`config.mk`:
```
export PLATFORM = sky130hd
export DESIGN_NAME = vmx_chain_feeder
export DESIGN_NICKNAME = d
export VERILOG_FILES = /design/src/rtl/vmx_pkg.sv /design/src/rtl/vmx_chain_feeder.sv
export SDC_FILE = /design/constraint.sdc
export NUM_CORES = 1
export LEC_CHECK = 0
export CAP_MARGIN = 20
export CORE_MARGIN = 4
export CORE_UTILIZATION = 50
export CTS_CLUSTER_DIAMETER = 50
export CTS_CLUSTER_SIZE = 20
export DETAILED_ROUTE_END_ITERATION = 12
export DONT_BUFFER_PORTS = 1
export RECOVER_POWER = 100
export SKIP_CTS_REPAIR_TIMING = 1
export SLEW_MARGIN = 20
export SYNTH_ARGS = -nofsm -noshare
export SYNTH_HDL_FRONTEND = slang
export SYNTH_SLANG_ARGS = --single-unit
```
`constraint.sdc`:
```
create_clock -name clk -period 4.55 [get_ports clk]
set_input_delay 0.91 -clock clk [delete_from_list [all_inputs] [get_ports clk]]
set_output_delay 0.91 -clock clk [all_outputs]
set_load 0.02 [all_outputs]
```
`src/rtl/vmx_pkg.sv`:
```
// Shared definitions for the vector-MAC chain: feeder FSM states and PE tag layout.
// The PEs (vmx_pe_16_8) decode the same tag constants.
package vmx_pkg;

    localparam int unsigned DEF_DATA_W   = 16;
    localparam int unsigned TAG_LOAD_BIT = 7;
    localparam int unsigned TAG_IDX_W    = 7;
    localparam int unsigned TAG_W        = TAG_IDX_W + 1;
    localparam int unsigned MAX_PE       = 127;

    typedef enum logic [1:0] {
        StIdle,
        StLoadW,
        StStream,
        StDrain
    } feeder_state_e;

endpackage

```
`src/rtl/vmx_chain_feeder.sv`:
```
// Head-of-chain sequencer for the systolic vector-MAC PEs: loads per-PE weights, streams data,
// then flushes the chain with bubbles. Define VMX_FEEDER_PERF_EN to add the stall_cnt output.
module vmx_chain_feeder
    import vmx_pkg::*;
#(
    parameter int unsigned DATA_W = DEF_DATA_W,
    parameter int unsigned SUM_W  = 2 * DATA_W,
    parameter int unsigned NUM_PE = 8,
    parameter int unsigned CNT_W  = 16
) (
    input  logic                 clk,
    input  logic                 rst_n,
    input  logic                 cfg_start,
    input  logic [TAG_IDX_W-1:0] cfg_num_w,
    input  logic [CNT_W-1:0]     cfg_num_vec,
    input  logic                 cfg_simd,
    input  logic                 in_valid,
    output logic                 in_ready,
    input  logic [DATA_W-1:0]    in_data,
    output logic [DATA_W-1:0]    pe_data,
    output logic [TAG_W-1:0]     pe_is_weight,
    output logic                 pe_simd_mode,
    output logic [SUM_W-1:0]     pe_sum_in,
    output logic                 busy,
`ifdef VMX_FEEDER_PERF_EN
    output logic [31:0]          stall_cnt,
`endif
    output logic                 job_done
);

    localparam logic [TAG_IDX_W-1:0] NUM_PE_L   = TAG_IDX_W'(NUM_PE);
    localparam logic [TAG_IDX_W-1:0] DRAIN_LAST = TAG_IDX_W'(NUM_PE - 1);
    localparam logic [TAG_IDX_W:0]   WIDX_ONE   = (TAG_IDX_W + 1)'(1);
    localparam logic [CNT_W:0]       VCNT_ONE   = (CNT_W + 1)'(1);

    feeder_state_e        state_q, state_d;
    logic [TAG_IDX_W-1:0] nw_q, nw_d, nw_clamp;
    logic [CNT_W-1:0]     nv_q, nv_d;
    logic                 simd_q, simd_d;
    logic [TAG_IDX_W-1:0] widx_q, widx_d;
    logic [CNT_W-1:0]     vcnt_q, vcnt_d;
    logic [TAG_IDX_W-1:0] dcnt_q, dcnt_d;
    logic [DATA_W-1:0]    pe_data_q, pe_data_d;
    logic [TAG_W-1:0]     pe_tag_q, pe_tag_d;
    logic                 busy_q, busy_d;
    logic                 done_q, done_d;
    logic                 hs, start_ok;
    logic [TAG_IDX_W:0]   widx_inc;
    logic [CNT_W:0]       vcnt_inc;

    assign in_ready = (state_q == StLoadW) || (state_q == StStream);
    assign hs       = in_valid && in_ready;
    // Starts landing on the job_done cycle see busy still high and are dropped.
    assign start_ok = cfg_start && (state_q == StIdle) && !busy_q;
    assign nw_clamp = (cfg_num_w > NUM_PE_L) ? NUM_PE_L : cfg_num_w;
    assign widx_inc = {1'b0, widx_q} + WIDX_ONE;
    assign vcnt_inc = {1'b0, vcnt_q} + VCNT_ONE;

    always_comb begin
        state_d   = state_q;
        nw_d      = nw_q;
        nv_d      = nv_q;
        simd_d    = simd_q;
        widx_d    = widx_q;
        vcnt_d    = vcnt_q;
        dcnt_d    = dcnt_q;
        busy_d    = done_q ? 1'b0 : busy_q;
        done_d    = 1'b0;
        pe_data_d = hs ? in_data : '0;
        pe_tag_d  = '0;

        unique case (state_q)
            StIdle: begin
                if (start_ok) begin
                    nw_d   = nw_clamp;
                    nv_d   = cfg_num_vec;
                    simd_d = cfg_simd;
                    widx_d = '0;
                    vcnt_d = '0;
                    dcnt_d = '0;
                    busy_d = 1'b1;
                    if (nw_clamp != '0) begin
                        state_d = StLoadW;
                    end else if (cfg_num_vec != '0) begin
                        state_d = StStream;
                    end else begin
                        state_d = StDrain;
                    end
                end
            end
            StLoadW: begin
                if (hs) begin
                    pe_tag_d[TAG_LOAD_BIT]    = 1'b1;
                    pe_tag_d[TAG_IDX_W-1:0]   = widx_q;
                    widx_d                    = widx_inc[TAG_IDX_W-1:0];
                    if (widx_inc == {1'b0, nw_q}) begin
                        state_d = (nv_q != '0) ? StStream : StDrain;
                    end
                end
            end
            StStream: begin
                if (hs) begin
                    vcnt_d = vcnt_inc[CNT_W-1:0];
                    if (vcnt_inc == {1'b0, nv_q}) begin
                        state_d = StDrain;
                    end
                end
            end
            StDrain: begin
                dcnt_d = dcnt_q + TAG_IDX_W'(1);
                if (dcnt_q == DRAIN_LAST) begin
                    dcnt_d  = '0;
                    done_d  = 1'b1;
                    state_d = StIdle;
                end
            end
            default: state_d = StIdle;
        endcase
    end

    always_ff @(posedge clk or negedge rst_n) begin
        if (!rst_n) begin
            state_q   <= StIdle;
            nw_q      <= '0;
            nv_q      <= '0;
            simd_q    <= 1'b0;
            widx_q    <= '0;
            vcnt_q    <= '0;
            dcnt_q    <= '0;
            pe_data_q <= '0;
            pe_tag_q  <= '0;
            busy_q    <= 1'b0;
            done_q    <= 1'b0;
        end else begin
            state_q   <= state_d;
            nw_q      <= nw_d;
            nv_q      <= nv_d;
            simd_q    <= simd_d;
            widx_q    <= widx_d;
            vcnt_q    <= vcnt_d;
            dcnt_q    <= dcnt_d;
            pe_data_q <= pe_data_d;
            pe_tag_q  <= pe_tag_d;
            busy_q    <= busy_d;
            done_q    <= done_d;
        end
    end

    assign pe_data      = pe_data_q;
    assign pe_is_weight = pe_tag_q;
    assign pe_simd_mode = simd_q;
    assign pe_sum_in    = '0;
    assign busy         = busy_q;
    assign job_done     = done_q;

`ifdef VMX_FEEDER_PERF_EN
    logic [31:0] stall_q;

    always_ff @(posedge clk or negedge rst_n) begin
        if (!rst_n) begin
            stall_q <= '0;
        end else if (start_ok) begin
            stall_q <= '0;
        end else if (in_ready && !in_valid && (stall_q != '1)) begin
            stall_q <= stall_q + 32'd1;
        end
    end

    assign stall_cnt = stall_q;
`endif

endmodule

```
* Yosys cells after proc, flatten, opt, wreduce, memory -nomap -nowiden
Cells that the tools add are included.
** Operators by class
- Add/subtract/negate cells :: 3
- Magnitude comparators :: 1
- Equal/unequal tests :: 12
- Multiplexer cells :: 27
- Reductions and logical operators :: 17
** Operators by type and width (number)
- 16-bit 2-to-1 mux :: 3
- 16-bit case mux with 2 select lines :: 1
- 16-bit nonzero test :: 2
- 7-bit 2-to-1 mux :: 4
- 7-bit case mux with 2 select lines :: 2
- 16-bit by 1-bit adder with 17-bit output (second input constant) :: 1
- 17-bit by 16-bit == test with 1-bit output :: 1
- 8-bit 2-to-1 mux :: 2
- 2-bit 2-to-1 mux :: 7
- 7-bit by 1-bit adder with 8-bit output (second input constant) :: 1
- 8-bit by 7-bit == test with 1-bit output :: 1
- 2-bit inequality test (second input constant) :: 4
- 2-bit case mux with 4 select lines :: 1
- 7-bit by 1-bit adder with 7-bit output (second input constant) :: 1
- 7-bit by 3-bit == test with 1-bit output (second input constant) :: 1
- 7-bit by 4-bit > comparator with 1-bit output (second input constant) :: 1
- 1-bit 2-to-1 mux :: 7
- 7-bit nonzero test :: 1
- 3-bit AND reduction :: 2
- 6-bit AND reduction :: 1
- 2-bit nonzero test :: 3
- 2-bit == test (second input constant) :: 2
- 2-bit by 1-bit inequality test with 1-bit output (second input constant) :: 2
- 2-bit AND reduction :: 2
- other kinds (5) :: 7
** Storage, ports and cells
- Flip-flop bits (word level) :: 82
- Input bits :: 44
- Output and inout port bits :: 60
- Word-level logic and storage cells :: 71

* Depth between registers and ports, before layout
Gate-level depths: netlist (run 1).
- Word-level depth :: 6
- Gate-level depth with buffers :: 9

* Worst setup path after synthesis (run 1)
OpenSTA, ideal clock, no wires.
- Path kind :: register to register
- From :: register vcnt_q[0]
- To :: register state_q[0]
- Setup time :: 0.079 ns
- Arrival time :: 2.315 ns
- Setup slack :: 2.155 ns
- Cell stages (with the launch flop) :: 10
- Buffers on the path :: 1
- Clock period less this slack :: 2.395 ns
- Cell sequence :: dfrtp_1 -> ha_1 -> and3_1 -> buf_4 -> a31oi_1 -> o2111ai_1 -> a2111oi_4 -> o2111ai_1 -> a221oi_2 -> mux2i_1
** Between the ends
- Cells in the longest elaborated chain, start to end :: 4
** RTL lines
- start: declaration :: line vmx_chain_feeder.sv:41 : logic [CNT_W-1:0] vcnt_q, vcnt_d;
- start signal: assignment :: line vmx_chain_feeder.sv:140 : vcnt_q <= vcnt_d;
- 16-bit by 1-bit adder with 17-bit output :: line vmx_chain_feeder.sv:57 : assign vcnt_inc = {1'b0, vcnt_q} + VCNT_ONE;
- 17-bit by 16-bit == test with 1-bit output :: line vmx_chain_feeder.sv:104 : if (vcnt_inc == {1'b0, nv_q}) begin
- 2-bit by 1-bit inequality test with 1-bit output (no line)
- 6-bit AND reduction (no line)
- end signal: assignment :: line vmx_chain_feeder.sv:123 : state_q <= StIdle;
- end signal: assignment :: line vmx_chain_feeder.sv:135 : state_q <= state_d;
- end: declaration :: line vmx_chain_feeder.sv:36 : feeder_state_e state_q, state_d;
No other way between the ends.
A chain may end at the register's enable or synchronous reset.

* Worst setup path after layout (run 1)
Ends and elaborated chain as after synthesis.

==> flow_summary.json, run 1 <==
{
  "initial_core_util": 0.523,
  "ys_ff_latch": 82,
  "skew_ns": 0.0127,
  "io_pins": 104,
  "via_per_inst": 5.82,
  "clkSinkCount": 82,
  "yosysUniqueCellTypes": 52,
  "clock_power_share": 0.214,
  "rsz0062_at_grt": "no",
  "cp_max_fo": 9,
  "ff_latch_area_um2": 2050,
  "multiInputGateArea_um2": 2250,
  "yosysMostFrequentCell": "nand2_1",
  "gp_congestion": 0.887,
  "max_stage_delay_ns": 0.46,
  "drtIter0Drc": 109,
  "grt_max_degree": 83,
  "grt_pass1_wl_um": 17000,
  "fin_cells": 598,
  "synth.area.top_cells": "dfrtp_1 (44%), nand2_1 (7.0%), buf_4 (5.7%)",
  "synth_top_area_frac": 0.443,
  "syn_avg_cell_area_um2": 9.21,
  "setup_viol": 0,
  "num-nets-final": 537,
  "p_leak_nw": 2.17,
  "syn_inst": 503,
  "htree_num_levels": 3,
  "synth_edf_count": 0,
  "async_flop_share": 1.00,
  "p_int_w": 0.00141,
  "fin_setup_tns_ns": 0,
  "layout_setup_ws_ns": 1.55,
  "wl_per_cell_um": 17.1,
  "area_growth_pct": 1.16,
  "fillers": 846,
  "wl_um": 10200,
  "core-area_um2": 8850,
  "synthFlopType": "dfrtp_1",
  "fin_crit_ns": 3.00,
  "dieArea_um2": 10900,
  "ir_drop_mv": 0.246,
  "die_x_um": 104,
  "gr-total-overflow": 0,
  "clockRootBuffer": "clkbuf_8",
  "fin_crit_sh": 0.659,
  "rows": 34,
  "final_area_um2": 4680,
  "power_density_nw_per_um2": 514,
  "worstMarginPinSlew_ns": 1.22,
  "cp-start-kind": "flip-flop",
  "path_clk_slew_ns": 0.10,
  "clock_latency_ns": 0.36,
  "clock_path_buffers": 2,
  "drc": 0,
  "crit_arrival_ns": 3.27,
  "tritoncts": "done",
  "holdWs_ns": 0.232,
  "crit_type": "reg2reg",
  "grt_pass1_vias": 3306,
  "hp-class": "in2async",
  "maxSlewViolCount": 0,
  "end_kind": "flip-flop",
  "worst_path_max_delay_cell": "dfrtp_1",
  "synth_top_cell_by_area": "dfrtp_1",
  "cap_violations": 0,
  "antenna_found_initial": 0,
  "drive_gt1_frac": 0.0449,
  "slew_headroom": 0.190,
  "post_dp_cell_area_um2": 4510,
  "port_buffers": 0,
  "place_ws_ns": 1.62,
  "hold_violations": 0,
  "fmax_mhz": 333,
  "synth_common_cells": "nand2_1 (86), dfrtp_1 (82), buf_4 (35)",
  "ant_nets": 0,
  "status": "finished clean",
  "cp.required_ns": 4.82,
  "crit_path_start": "vcnt_q[0]",
  "antenna_cells": 0,
  "place_hpwl_um": 7240,
  "syn_area_um2": 4630,
  "fp.dieH_um": 104,
  "firstDrtPassIters": 5,
  "cts_made_buffers": 9,
  "synth_warnings": 0,
  "synth_seq_area_share": 0.443,
  "dp_cells": 582,
  "track_usage": 0.194,
  "switching_share": 0.415,
  "comb_power_share": 0.315,
  "power_frac_seq": 0.471,
  "timing.rr.start": "vcnt_q[0]",
  "crit_chain": "ha_1, and3_1, nand4_1, xnor2_1, a2111oi_0, o2111ai_1, a221oi_1, mux2i_1",
  "p_switching_w": 0.00100,
  "vias": 3480
}
area by class of cell:
type | count | share of cell area
inverter | 13 | 0.0104
multi-input combinational | 378 | 0.481
sequential | 82 | 0.438
clock inverter | 6 | 0.0118
clock buffer | 10 | 0.0294
tap | 108 | 0.0288
timing repair buffer | 1 | 0.000801
cell usage in the layout (no fill, tap or decap), types with 3 or more instances in the layout:
| master | count |
|---|---|
| ha_1 | 8 |
| nand3_1 | 20 |
| and4_1 | 3 |
| and2_1 | 12 |
| nand4_1 | 10 |
| and3_1 | 25 |
| o21a_1 | 3 |
| nand2_1 | 86 |
| inv_1 | 13 |
| clkbuf_8 | 10 |
| o2111ai_1 | 3 |
| xor2_1 | 14 |
| o31ai_1 | 14 |
| and2_0 | 5 |
| or4_1 | 3 |
| nand2b_1 | 3 |
| or3_1 | 4 |
| nor4_1 | 11 |
| dfrtp_1 | 82 |
| a21oi_1 | 8 |
| nor2_1 | 17 |
| conb_1 | 32 |
| mux2i_1 | 4 |
| a22o_1 | 12 |
| o21ai_0 | 34 |
| inv_6 | 3 |
| xnor2_1 | 13 |
| a31oi_1 | 3 |
| a211oi_1 | 3 |
cells by family (layout without fill, tap and decap cells):
| logic type | after synthesis | in the layout | synth area share |
|---|---|---|---|
| adder cells (fa/ha/maj) | 8 | 8 | 0.0216 |
| AO/OA/AOI/OAI | 93 | 93 | 0.141 |
| XOR/XNOR | 27 | 27 | 0.0511 |
| buffers and inverters | 74 | 30 | 0.0929 |
| multiplexers | 5 | 5 | 0.0111 |
| other | 1 | 32 | 0.000810 |
| flip-flops | 82 | 82 | 0.443 |
| AND/OR/NAND/NOR | 213 | 213 | 0.239 |
path summary, 6_finish.rpt:
kind	slack, ns	end	depth (start not counted)
max in group asynchronous	4.16	state_q[0]	0
worst min-delay path	0.23	widx_q[3]	0
min in group clk	0.54	dcnt_q[1]	2
worst max register to register	1.55	state_q[0]	8
worst min register to register	0.54	dcnt_q[1]	2
worst max-delay path	1.55	state_q[0]	8
power by group through the flow:
stage          Combinational (W)  Sequential [W]  Clock, W
6_report                0.000760         0.00114  0.000515
2_1_floorplan           0.000665         0.00108         0
4_1_cts                 0.000778         0.00114  0.000534
5_1_grt                 0.000869         0.00116  0.000564
3_3_place_gp            0.000757         0.00115         0
3_5_place_dp            0.000772         0.00115         0
worst max-delay path, delay by kind of cell, from the launching register on:
family | cells | cell delay (ns)
xor gates and xnor gates | 1 | 0.18
DFF | 1 | 0.46
and+or+nand+nor | 2 | 0.70
muxes | 1 | 0.25
adders and majority gates | 1 | 0.32
AOI/OAI and AO/OA | 3 | 1.00
per-stage QoR:
stage               utilization  power, W
finish                    0.529   0.00241
global route              0.529   0.00259
CTS                       0.531   0.00245
detailed placement        0.509   0.00192
global placement          0.509   0.00190
floorplan                     -   0.00174
per-layer routing:
metal | vias to the layer above | global-route usage | share of wire
met2 | 128 | 0.296 | 0.45
met4 | 0 | 0.0741 | 0.012
met5 | - | 0 | 0
li1 | 1665 | - | -
met3 | 9 | 0.0372 | 0.063
met1 | 1678 | 0.273 | 0.47
registers in the layout, summed over array words and instances, names as in the netlist:
name          count
widx_q            7
pe_simd_mode      1
job_done          1
pe_is_weight      8
nv_q             16
nw_q              7
dcnt_q            7
vcnt_q           16
busy              1
pe_data          16
state_q           2
No activity file was read; power rests on OpenSTA's default activity.
==> inputs of run 2 (changes only) <==
--- a/config.mk
+++ b/config.mk
@@ -5,6 +5,7 @@
 export SDC_FILE = /design/constraint.sdc
 export NUM_CORES = 1
 export LEC_CHECK = 0
+export ABC_AREA = 1
 export CAP_MARGIN = 20
 export CORE_MARGIN = 4
 export CORE_UTILIZATION = 50
==> constraint.sdc (replaced) <==
create_clock -name clk -period 2.8 [get_ports clk]
set_input_delay 0.56 -clock clk [delete_from_list [all_inputs] [get_ports clk]]
set_output_delay 0.56 -clock clk [all_outputs]
set_load 0.02 [all_outputs]
==> flow_summary.json, run 2 <==
{
  "clkSinkCount": 82,
  "dp_cells": 657,
  "core-area_um2": 8340,
  "reg2reg_depth": 11,
  "rows": 33,
  "io_pins": 104,
  "synth_common_cells": "nand2_1 (136), dfrtp_1 (82), inv_1 (79)",
  "total_power_w": 0.00237,
  "comb_power_share": 0.041,
  "grt_pass1_vias": 3352,
  "vias": 3482,
  "fp.dieH_um": 101,
  "clockRootBuffer": "clkbuf_8",
  "area_growth_pct": 5.74,
  "grt_pass1_wl_um": 16000,
  "gp_congestion": 0.904,
  "power_density_nw_per_um2": 516,
  "timing.rr.start": "state_q[1]",
  "ant_nets": 0,
  "initial_core_util": 0.520,
  "post_dp_cell_area_um2": 4340,
  "r2r_setup_slack_ns": 0.51,
  "yosysUniqueCellTypes": 30,
  "track_usage": 0.200,
  "skew_ns": 0.0107,
  "port_buffers": 0,
  "crit_path_start": "state_q[1]",
  "cp_max_fo": 8,
  "layout_common_cells": "nand2_1 (136), dfrtp_1 (82), inv_1 (79)",
  "syn_area_um2": 4330,
  "crit_type": "reg2reg",
  "rsz0062_at_grt": "no",
  "status": "finished, violations left",
  "busiest_layer": "met2",
  "hold_violations": 0,
  "clock_latency_ns": 0.35,
  "yosysMostFrequentCell": "nand2_1",
  "place_hpwl_um": 7380,
  "dieArea_um2": 10200,
  "crit_arrival_ns": 2.53,
  "gr-total-overflow": 0,
  "violations": "max-capacitance violations, max-slew violations",
  "grt_use_met1": 0.271,
  "end_kind": "flip-flop",
  "ir_drop_mv": 0.291,
  "maxSlewViolCount": 83,
  "path_clk_slew_ns": 0.08,
  "slew_headroom": -0.312,
  "rr_endpoint": "state_q[1]",
  "fmax_mhz": 437,
  "power_frac_seq": 0.504,
  "drive_gt1_frac": 0.0457,
  "final_area_um2": 4580,
  "synth_seq_area_share": 0.473,
  "use_met2": 0.308,
  "fin_crit_sh": 0.817,
  "firstDrtPassIters": 4,
  "synth_top_cell_by_area": "dfrtp_1",
  "tritoncts": "done",
  "fin_cells": 674,
  "syn_inst": 557,
  "synthFlopType": "dfrtp_1",
  "layout_commonest_cell": "nand2_1",
  "async_flop_share": 1.00,
  "wl_um": 9740,
  "cts_made_buffers": 9,
  "wl_per_cell_um": 14.4,
  "p_int_w": 0.00183,
  "num-nets-final": 616,
  "antenna_found_initial": 0,
  "drtIter0Drc": 194,
  "holdWs_ns": 0.303,
  "cp.required_ns": 3.04,
  "fin_crit_ns": 2.29,
  "clock_power_share": 0.454,
  "fin_setup_tns_ns": 0,
  "synth_top_area_frac": 0.473,
  "hp-class": "in2reg",
  "synth_edf_count": 0,
  "p_leak_nw": 2.37,
  "switching_share": 0.227,
  "die_x_um": 101,
  "setup_viol": 0,
  "fillers": 805,
  "use_met3": 0.0609,
  "worstMarginPinSlew_ns": 1.97,
  "clock_path_buffers": 2,
  "ys_ff_latch": 82,
  "htree_num_levels": 3,
  "synth_warnings": 0,
  "cp-start-kind": "flip-flop",
  "grt_max_degree": 83,
  "endpoint": "state_q[1]",
  "cap_violations": 1,
  "via_per_inst": 5.17,
  "antenna_cells": 0,
  "syn_avg_cell_area_um2": 7.78,
  "synth.area.top_cells": "dfrtp_1 (47%), nand2_1 (12%), inv_1 (6.8%)",
  "p_switching_w": 0.000538,
  "drc": 0,
  "worstHoldPathCells": 2
}
## run 2: stage by stage
stage	utilization	worst slack, ns
detailed placement	0.520	0.588
finish	0.550	0.513
global placement	0.520	0.730
CTS	0.550	0.579
global route	0.550	0.318
floorplan	-	0.877
## run 2: layer usage
| layer | share of wire | up-vias |
|---|---|---|
| met5 | 0 | - |
| met4 | 0.013 | 0 |
| met3 | 0.092 | 13 |
| met2 | 0.45 | 135 |
| met1 | 0.45 | 1605 |
| li1 | - | 1729 |
## run 2: power by group through the flow
| stage | clock network, W | registers [W] | logic [W] |
|---|---|---|---|
| floorplan | 0 | 0.00122 | 0.000102 |
| global placement | 0 | 0.00122 | 0.0000740 |
| detailed placement | 0 | 0.00122 | 0.0000743 |
| CTS | 0.00109 | 0.00119 | 0.0000746 |
| global route | 0.00115 | 0.00119 | 0.000113 |
| finish | 0.00108 | 0.00119 | 0.0000980 |
## run 2: final cells by class
| class | count | area [um^2] | area share |
|---|---|---|---|
| clock buffer | 11 | 141 | 0.0308 |
| timing repair buffer | 5 | 25.0 | 0.00546 |
| tap | 105 | 131 | 0.0287 |
| multi-input combinational | 385 | 1820 | 0.397 |
| inverter | 81 | 304 | 0.0663 |
| clock inverter | 5 | 110 | 0.0240 |
| sequential | 82 | 2050 | 0.448 |
## run 2: how the worst min path moves through the flow
stage	start	end	slack [ns]
after CTS	rst_n	vcnt_q[9]	-0.12
after global placement	rst_n	vcnt_q[9]	0.27
after global routing	in_data[10]	pe_data[10]	0.29
after floorplan	rst_n	busy	0.26
final	in_data[12]	pe_data[12]	0.30
after detailed placement	rst_n	nv_q[9]	0.27
## run 2: cell families (layout without fill, tap and decap cells)
logic type | count (synthesis) | in the layout | share of synthesized area
and+or+nand+nor | 274 | 274 | 0.270
buffers and inverters | 121 | 102 | 0.134
DFF | 82 | 82 | 0.473
AOI/OAI and AO/OA | 62 | 62 | 0.0777
xor gates and xnor gates | 9 | 9 | 0.0214
adders and majority gates | 8 | 8 | 0.0231
other | 1 | 32 | 0.000865
## run 2: critical path: stages, from the launching register on
cell,delay [ns]
dfrtp_1,0.42
inv_1,0.13
ha_1,0.23
nand3_1,0.24
clkbuf_1,0.26
nand2_1,0.16
o21ai_0,0.12
nand3b_1,0.17
a21oi_1,0.21
nand2_1,0.12
nand2_1,0.08
nand2_1,0.05
==> inputs of run 3 (changes only) <==
==> constraint.sdc (replaced) <==
create_clock -name clk -period 2.35 [get_ports clk]
set_input_delay 0.47 -clock clk [delete_from_list [all_inputs] [get_ports clk]]
set_output_delay 0.47 -clock clk [all_outputs]
set_load 0.02 [all_outputs]
==> flow_summary.json, run 3 (synthesis results as in run 2) <==
{
  "wl_per_cell_um": 14.5,
  "rsz0062_at_grt": "no",
  "skew_ns": 0.0129,
  "clkSinkCount": 82,
  "layout_common_cells": "nand2_1 (136), dfrtp_1 (82), inv_1 (79)",
  "setup_viol": 0,
  "hp-class": "in2async",
  "maxSlewViolCount": 0,
  "fin_setup_tns_ns": 0,
  "clock_latency_ns": 0.35,
  "cap_violations": 0,
  "fin_crit_ns": 2.12,
  "worstMarginPinSlew_ns": 0.698,
  "path_clk_slew_ns": 0.09,
  "drc": 0,
  "num-nets-final": 618,
  "cp_max_fo": 36,
  "place_hpwl_um": 7320,
  "grt_pass1_vias": 3469,
  "grt_pass1_wl_um": 16100,
  "gr-total-overflow": 0,
  "initial_core_util": 0.520,
  "tritoncts": "done",
  "track_usage": 0.200,
  "p_leak_nw": 2.37,
  "via_per_inst": 5.16,
  "area_growth_pct": 5.60,
  "violations": "negative hold slack",
  "firstDrtPassIters": 5,
  "io_pins": 104,
  "fmax_mhz": 471,
  "ant_nets": 0,
  "die_x_um": 101,
  "holdWs_ns": -0.197,
  "dieArea_um2": 10200,
  "hold_violations": 82,
  "reg2reg_depth": 7,
  "crit_type": "reg2reg",
  "antenna_cells": 0,
  "drtIter0Drc": 156,
  "fin_crit_sh": 0.903,
  "layout_commonest_cell": "nand2_1",
  "cp.required_ns": 2.60,
  "wl_um": 9770,
  "status": "finished, violations left",
  "clock_path_buffers": 2,
  "grt_max_degree": 83,
  "ir_drop_mv": 0.279,
  "antenna_found_initial": 0,
  "clockRootBuffer": "clkbuf_8",
  "htree_num_levels": 3,
  "fp.dieH_um": 101,
  "cp-start-kind": "flip-flop",
  "layout_setup_ws_ns": 0.228,
  "drive_gt1_frac": 0.0508,
  "rows": 33,
  "end_kind": "flip-flop",
  "port_buffers": 0,
  "place_ws_ns": 0.165,
  "gp_congestion": 0.935,
  "core-area_um2": 8340,
  "crit_arrival_ns": 2.38,
  "cts_made_buffers": 9,
  "power_density_nw_per_um2": 587,
  "vias": 3489,
  "slew_headroom": 0.535
}
run 3: critical path: stages (launching register included):
cell and delay [ns]:
dfrtp_1 0.44, inv_1 0.13, ha_1 0.25, nand3_2 0.22
inv_2 0.10, clkbuf_2 0.55, nand2_1 0.19, o21ai_0 0.14
run 3: path summary, 6_finish.rpt:
| check | start | endpoint | slack, ns |
|---|---|---|---|
| hold reg to reg | nw_q[0] | nw_q[0] | 0.51 |
| setup reg to reg | state_q[0] | nv_q[8] | 0.23 |
| max in group asynchronous | rst_n | vcnt_q[1] | 2.36 |
| hold / removal | rst_n | vcnt_q[5] | -0.20 |
| min in group clk | in_data[14] | pe_data[14] | 0.21 |
| setup / recovery | state_q[0] | nv_q[8] | 0.23 |
run 3: stage by stage:
| step | power [W] | util | hold slack [ns] | instance area [um^2] | cells |
|---|---|---|---|---|---|
| 2_1_floorplan | 0.00157 | - | 0.174 | 4450 | 588 |
| 3_3_place_gp | 0.00154 | 0.523 | 0.177 | 4360 | 660 |
| 3_5_place_dp | 0.00154 | 0.523 | 0.177 | 4360 | 660 |
| 4_1_cts | 0.00272 | 0.550 | -0.225 | 4580 | 676 |
| 5_1_grt | 0.00279 | 0.549 | -0.228 | 4580 | 676 |
| 6_report | 0.00269 | 0.549 | -0.197 | 4580 | 676 |
run 3: power by group:
part           switching, W  internal, W  total [W]
combinational     0.0000722    0.0000172  0.0000894
clock              0.000558     0.000617    0.00117
sequential       0.00000601      0.00142    0.00142
total              0.000636      0.00205    0.00269
run 3: final cells by class:
| cell class | count | area [um^2] |
|---|---|---|
| clock buffer | 10 | 128 |
| clock inverter | 6 | 97.6 |
| fill | 829 | 3760 |
| inverter | 81 | 304 |
| multi-input combinational | 385 | 1830 |
| sequential | 82 | 2050 |
| tap | 105 | 131 |
| timing repair buffer | 7 | 32.5 |
run 3: metal layers:
metal	vias up	wire length, um	track usage
li1	1732	-	-
met1	1614	4470	0.268
met2	130	4400	0.310
met3	13	784	0.0554
met4	0	113	0.0757
met5	-	0	0
